File: src/rtl/bus_cycle_fsm_if.sv
// Processor bus strobes in, device read/write enables out.
// The master side drives the decoded address-phase and strobe signals; the slave side is the cycle FSM.
interface bus_cycle_fsm_if;
    logic CS;
    logic IOM;
    logic RD;
    logic WR;
    logic ALE;
    logic rd;
    logic wr;

    modport master (output CS, IOM, RD, WR, ALE, input rd, wr);
    modport slave  (input CS, IOM, RD, WR, ALE, output rd, wr);
endinterface

File: src/rtl/bus_cycle_fsm.sv
// Turns processor ALE/RD/WR bus cycles into device rd (strobe length) and wr (single clock) enables.
// Outputs are Moore-decoded one clock behind the sampled strobe; there is no backpressure, the processor bus paces everything.
module bus_cycle_fsm #(
    parameter bit IS_IO = 1'b0
) (
    input  logic          CLK,
    input  logic          RESET,
    bus_cycle_fsm_if.slave bus
);

    typedef enum logic [2:0] {
        IDLE  = 3'd0,
        SEL   = 3'd1,
        READ  = 3'd2,
        WRITE = 3'd3,
        WEND  = 3'd4
    } state_t;

    state_t state;
    state_t state_nxt;
    logic   match;

    // IOM and CS are only meaningful while the address is latched.
    assign match = bus.ALE && bus.CS && (bus.IOM == IS_IO);

    always_ff @(posedge CLK or posedge RESET) begin
        if (RESET) begin
            state <= IDLE;
        end else begin
            state <= state_nxt;
        end
    end

    always_comb begin
        state_nxt = state;
        case (state)
            IDLE: begin
                if (match) begin
                    state_nxt = SEL;
                end
            end
            SEL: begin
                // Read takes priority when both strobes are seen together.
                if (!bus.RD) begin
                    state_nxt = READ;
                end else if (!bus.WR) begin
                    state_nxt = WRITE;
                end else if (bus.ALE) begin
                    state_nxt = match ? SEL : IDLE;
                end
            end
            READ: begin
                if (bus.RD) begin
                    state_nxt = IDLE;
                end
            end
            WRITE: begin
                state_nxt = WEND;
            end
            WEND: begin
                if (bus.WR) begin
                    state_nxt = IDLE;
                end
            end
            default: begin
                state_nxt = IDLE;
            end
        endcase
    end

    always_comb begin
        bus.rd = 1'b0;
        bus.wr = 1'b0;
        case (state)
            READ:    bus.rd = 1'b1;
            WRITE:   bus.wr = 1'b1;
            default: begin
                bus.rd = 1'b0;
                bus.wr = 1'b0;
            end
        endcase
    end

endmodule

File: src/flat_wrapper.sv
// flat-port wrapper written by rule: the top's interface ports become plain ports
module bus_cycle_fsm_flat 
#(
    parameter bit IS_IO = 1'b0
)
  (CLK, RESET, bus_CS, bus_IOM, bus_RD, bus_WR, bus_ALE, bus_rd, bus_wr);
  bus_cycle_fsm_if bus_i ();
  input  logic CLK;
  input  logic RESET;
  input wire logic [$bits(bus_i.CS)-1:0] bus_CS;
  input wire logic [$bits(bus_i.IOM)-1:0] bus_IOM;
  input wire logic [$bits(bus_i.RD)-1:0] bus_RD;
  input wire logic [$bits(bus_i.WR)-1:0] bus_WR;
  input wire logic [$bits(bus_i.ALE)-1:0] bus_ALE;
  output wire logic [$bits(bus_i.rd)-1:0] bus_rd;
  output wire logic [$bits(bus_i.wr)-1:0] bus_wr;
  assign bus_i.CS = bus_CS;
  assign bus_i.IOM = bus_IOM;
  assign bus_i.RD = bus_RD;
  assign bus_i.WR = bus_WR;
  assign bus_i.ALE = bus_ALE;
  assign bus_rd = bus_i.rd;
  assign bus_wr = bus_i.wr;
  bus_cycle_fsm #(.IS_IO(IS_IO)) u_core (.CLK(CLK), .RESET(RESET), .bus(bus_i));
endmodule
File: config.mk
export PLATFORM = sky130hd
export DESIGN_NAME = bus_cycle_fsm_flat
export DESIGN_NICKNAME = d
export VERILOG_FILES = /design/src/rtl/bus_cycle_fsm_if.sv /design/src/rtl/bus_cycle_fsm.sv /design/src/flat_wrapper.sv
export SDC_FILE = /design/constraint.sdc
export NUM_CORES = 1
export LEC_CHECK = 0
export ABC_CLOCK_PERIOD_IN_PS = 900
export BUFFER_PORTS_ARGS = -buffer_cell sky130_fd_sc_hd__buf_2
export CAP_MARGIN = 20
export CORE_AREA = 2 2 39 41
export DETAILED_ROUTE_END_ITERATION = 10
export DIE_AREA = 0 0 41 43
export SLEW_MARGIN = 10
export SYNTH_ARGS = -nofsm -noshare
export SYNTH_HDL_FRONTEND = slang
export SYNTH_SLANG_ARGS = --single-unit
File: constraint.sdc
create_clock -name CLK -period 0.9 [get_ports CLK]
set_input_delay 0.09 -clock CLK [delete_from_list [all_inputs] [get_ports CLK]]
set_output_delay 0.09 -clock CLK [all_outputs]
set_load 0.02 [all_outputs]
======== Yosys cells after proc, flatten, opt, wreduce, memory -nomap -nowiden ========
Cells that the tools add are included.
storage, ports and cells
  flip-flop bits (word level) ............. 3
  output and inout bits ................... 2
cells by class
  reductions and logical operators ........ 4
  eq/ne operators ......................... 8
  bitwise gates (word level) .............. 1
  multiplexer cells ....................... 10
operator list
  operator            count
  $mux 3              6
  $pmux 3 s5          1
  $eq 3x2->1 const B  2
  $ne 2x2->1 const B  2
  $ne 4x4->1 const B  1
  $reduce_and 4->1    1
  $eq 3x1->1 const B  1
  $eq 3x3->1 const B  1
  $logic_not 3->1     1
  $mux 1              3
  $logic_and 1x1->1   2
  $ne 2x1->1 const B  1
  $not 1->1           1

======== Depth between registers and ports, before layout ========
  word-level depth ........................ 7
  depth in mapped cells ................... 3
  gate-level depth less buffers ........... 3

======== Least setup slack after synthesis ========
Ideal clock, no wire load.
  path type ............................... register -> output
  from .................................... register u_core.state[1]
  to ...................................... output port bus_rd
  path buffers ............................ 0
  data required time ...................... 810 ps
  arrival time ............................ 936 ps
  stages on the path, launching flop included .. 3
  path slack .............................. -126 ps
  cells stage by stage .................... dfrtp_1 -> inv_1 -> nor3_1
between the ends
  longest elaborated chain between the ends .. 2
RTL lines
  what                      line                 source
  start: declaration        bus_cycle_fsm.sv:19  state_t state;
  start signal: assignment  bus_cycle_fsm.sv:30  state <= state_nxt;
  $eq 3x2->1                bus_cycle_fsm.sv:74  case (state)
  $mux 1                    bus_cycle_fsm.sv:74
  end: declaration          flat_wrapper.sv:15   output wire logic [$bits(bus_i.rd)-1:0] bus_rd;
No other way between the ends.

======== Worst setup path in the final report ========
  from .................................... register u_core.state[1]
  to ...................................... output port bus_wr
between the ends
  longest elaborated chain between the ends .. 2
RTL lines
  what              line                 source
  $eq 3x2->1        bus_cycle_fsm.sv:74
  $mux 1            bus_cycle_fsm.sv:74
  end: declaration  flat_wrapper.sv:16   output wire logic [$bits(bus_i.wr)-1:0] bus_wr;
No other way between the ends.

==> impl_metrics.toml <==
[floorplanning]
row_count = 14
die_w_um = 41
ios = 9
die_area_sq_um = 1760
core_sq_um = 1380
initial_core_util_pct = 12.0
die_h_um = 43

[drt]
drt_first_iter_violations = 0
viasPerCell = 3.66
drc = 0
first_pass_iters = 1
finalWirelength_um = 460
vias = 183
antenna_left = 0
wl_per_cell_um = 9.20

[grt]
grt_first_pass_wirelength_um = 703
grt.total_usage_pct = 6.34
antenna_found_initial = 0
grt_pass1_vias = 194
grt.overflow.total = 0
grt_max_degree = 6

[clock_tree]
ctsHtreeMaxLevel = 1
tritoncts = "yes"
cts_made_buffers = 3
insertion_delay_ps = 230
path_clk_slew_ps = 40
clock_sinks = 3
clockBufferDepth = 2
ctsRootBufferMaster = "clkbuf_4"

[yosys]
syn_nets = 25
synth_top_cell_area_share_pct = 45.1
synth_area_sq_um = 166
yosys.area.top_type = "dfrtp_1"
synth_warnings = 0
synth_area_per_cell_sq_um = 9.25
synthCells = 18
synth-seq-cells = 3
ys_seq_area_share_pct = 45.1
synth_cell_types = 12
synth.top_cells.by_area = "dfrtp_1 45%, inv_1 9.0%, nor3b_2 7.5%"

[sta]
hold_viol_final = 0
grt_setup_unrepaired = "true"
period_share_pct = 123
slew_viol_final = 0
fmax_ghz = 0.902
hold_slack_ps = 132
period_needed_ps = 1110
tightest_slew_ps = 338
setup_ws_ps = -209
fin_skew_ps = 4.42
maxSlewHeadroom_pct = 77.4
final-setup-viol-count = 5

[cells_and_area]
largest_reg_flops = 3
drive_gt1_share_pct = 61.8
final_common_cell = "buf_2"
mostFrequentLayoutCells = "6 x buf_2, 4 x buf_4, 3 x inv_1, 3 x clkbuf_4"
largestRegisters = "u_core.state x3"
area_growth_pct = 91.7
nFillCells = 162
top_register = "u_core.state"
nNetsFinal = 42
num_antenna_cells = 0

[setup_path]
rr_startpoint = "u_core.state[2]"
start_kind = "register"
critical_path.endpoint_type = "output pin"
r2r_cells = 3
cp.required_ps = 810
critPathArrivalTime_ps = 1020
criticalPathCategory = "register to output pin"
r2r_slack_ps = -150
cp_max_fo = 3
timing.rr.end = "u_core.state[2]"

[pwr]
vdd_ir_drop_max_uv = 677
p_leak_uw = 0.000149
power_density_nw_per_um2 = 2670

[worst_hold_path]
hp-class = "input pin to register"
min-delay-start = "bus_RD"
whs_path_depth = 3
hold_end = "u_core.state[0]"

[run]
max_cap_violations = 0

[placement]
place_congestion = 0.614
pre_cts_slack_ps = -167
port_buffers = 8

[outcome]
status = "finished with violations"
failed_checks = "negative setup slack"
## power breakdown
part | leakage, uW | internal (uW) | switching, uW | total [uW]
Combinational | 0.0000967 | 199 | 170 | 369
Sequential | 0.0000373 | 189 | 59.0 | 248
Clock | 0.0000150 | 166 | 68.6 | 235
## final cells by class
class / count / area, sq um / area share, %
clock buffer: 4 / 26.3 / 8.24
timing repair buffer: 12 / 81.3 / 25.5
sequential: 3 / 77.6 / 24.3
tap: 16 / 20.0 / 6.27
multi-input combinational: 11 / 98.8 / 31.0
inverter: 4 / 15.0 / 4.71
## synthesized netlist by cell type
cell type / instances
nor3_1: 1
dfrtp_1: 3
a2111oi_1: 1
a32oi_1: 1
nand2_1: 2
or2_1: 1
inv_1: 4
nor3b_2: 1
nor2_1: 1
nor4b_1: 1
nor3b_1: 1
a31oi_1: 1
## how the worst max path moves through the flow
stage               cells past startpoint  slack, ps               to            start
floorplan                               2        -40  u_core.state[2]  u_core.state[0]
global placement                        2       -140  u_core.state[0]  u_core.state[0]
detailed placement                      2       -170  u_core.state[0]  u_core.state[0]
CTS                                     2       -220           bus_wr  u_core.state[2]
global route                            3       -260           bus_wr  u_core.state[1]
finish                                  3       -210           bus_wr  u_core.state[1]
## cell families (layout without fill, tap and decap cells)
logic type	Yosys count	in the layout	share of synthesized area, %
AOI/OAI and AO/OA	3	3	15.0
DFF	3	3	45.1
and+or+nand+nor	8	8	30.8
buffers and inverters	4	20	9.02
## what timing repair did
item / in CTS / in global routing
gates resized for setup: 7 / 1
pin swaps: 2 / 4
setup endpoints to repair: 5 / 5
hold endpoints to repair: 3 / 0
hold buffers: 1 / 0
buffers inserted: 3 / 0
## metrics by stage
step / util (%) / instance area (sq um) / cells / total power, uW / setup TNS (ps)
2_1_floorplan: - / 178 / 18 / 415 / -41.8
3_3_place_gp: 17.2 / 238 / 42 / 488 / -256
3_5_place_dp: 17.2 / 238 / 42 / 491 / -313
4_1_cts: 22.6 / 313 / 50 / 843 / -747
5_1_grt: 23.1 / 319 / 50 / 923 / -1040
6_report: 23.1 / 319 / 50 / 852 / -685
## worst max-delay path, stage by stage (launching register included)
cell	delay, ps
dfrtp_1	360
inv_2	70
nor3b_4	210
buf_6	140
## layer usage
| layer | part of all wire, % | vias to the layer above | track usage (%) | wire, um |
|---|---|---|---|---|
| met5 | 0 | - | 0 | 0 |
| met4 | 0 | 0 | 4.00 | 0 |
| met3 | 8.5 | 0 | 4.71 | 39 |
| met2 | 45 | 7 | 8.75 | 209 |
| met1 | 46 | 81 | 6.47 | 211 |
| li1 | - | 95 | - | - |
Power figures use the tool's default switching activity.
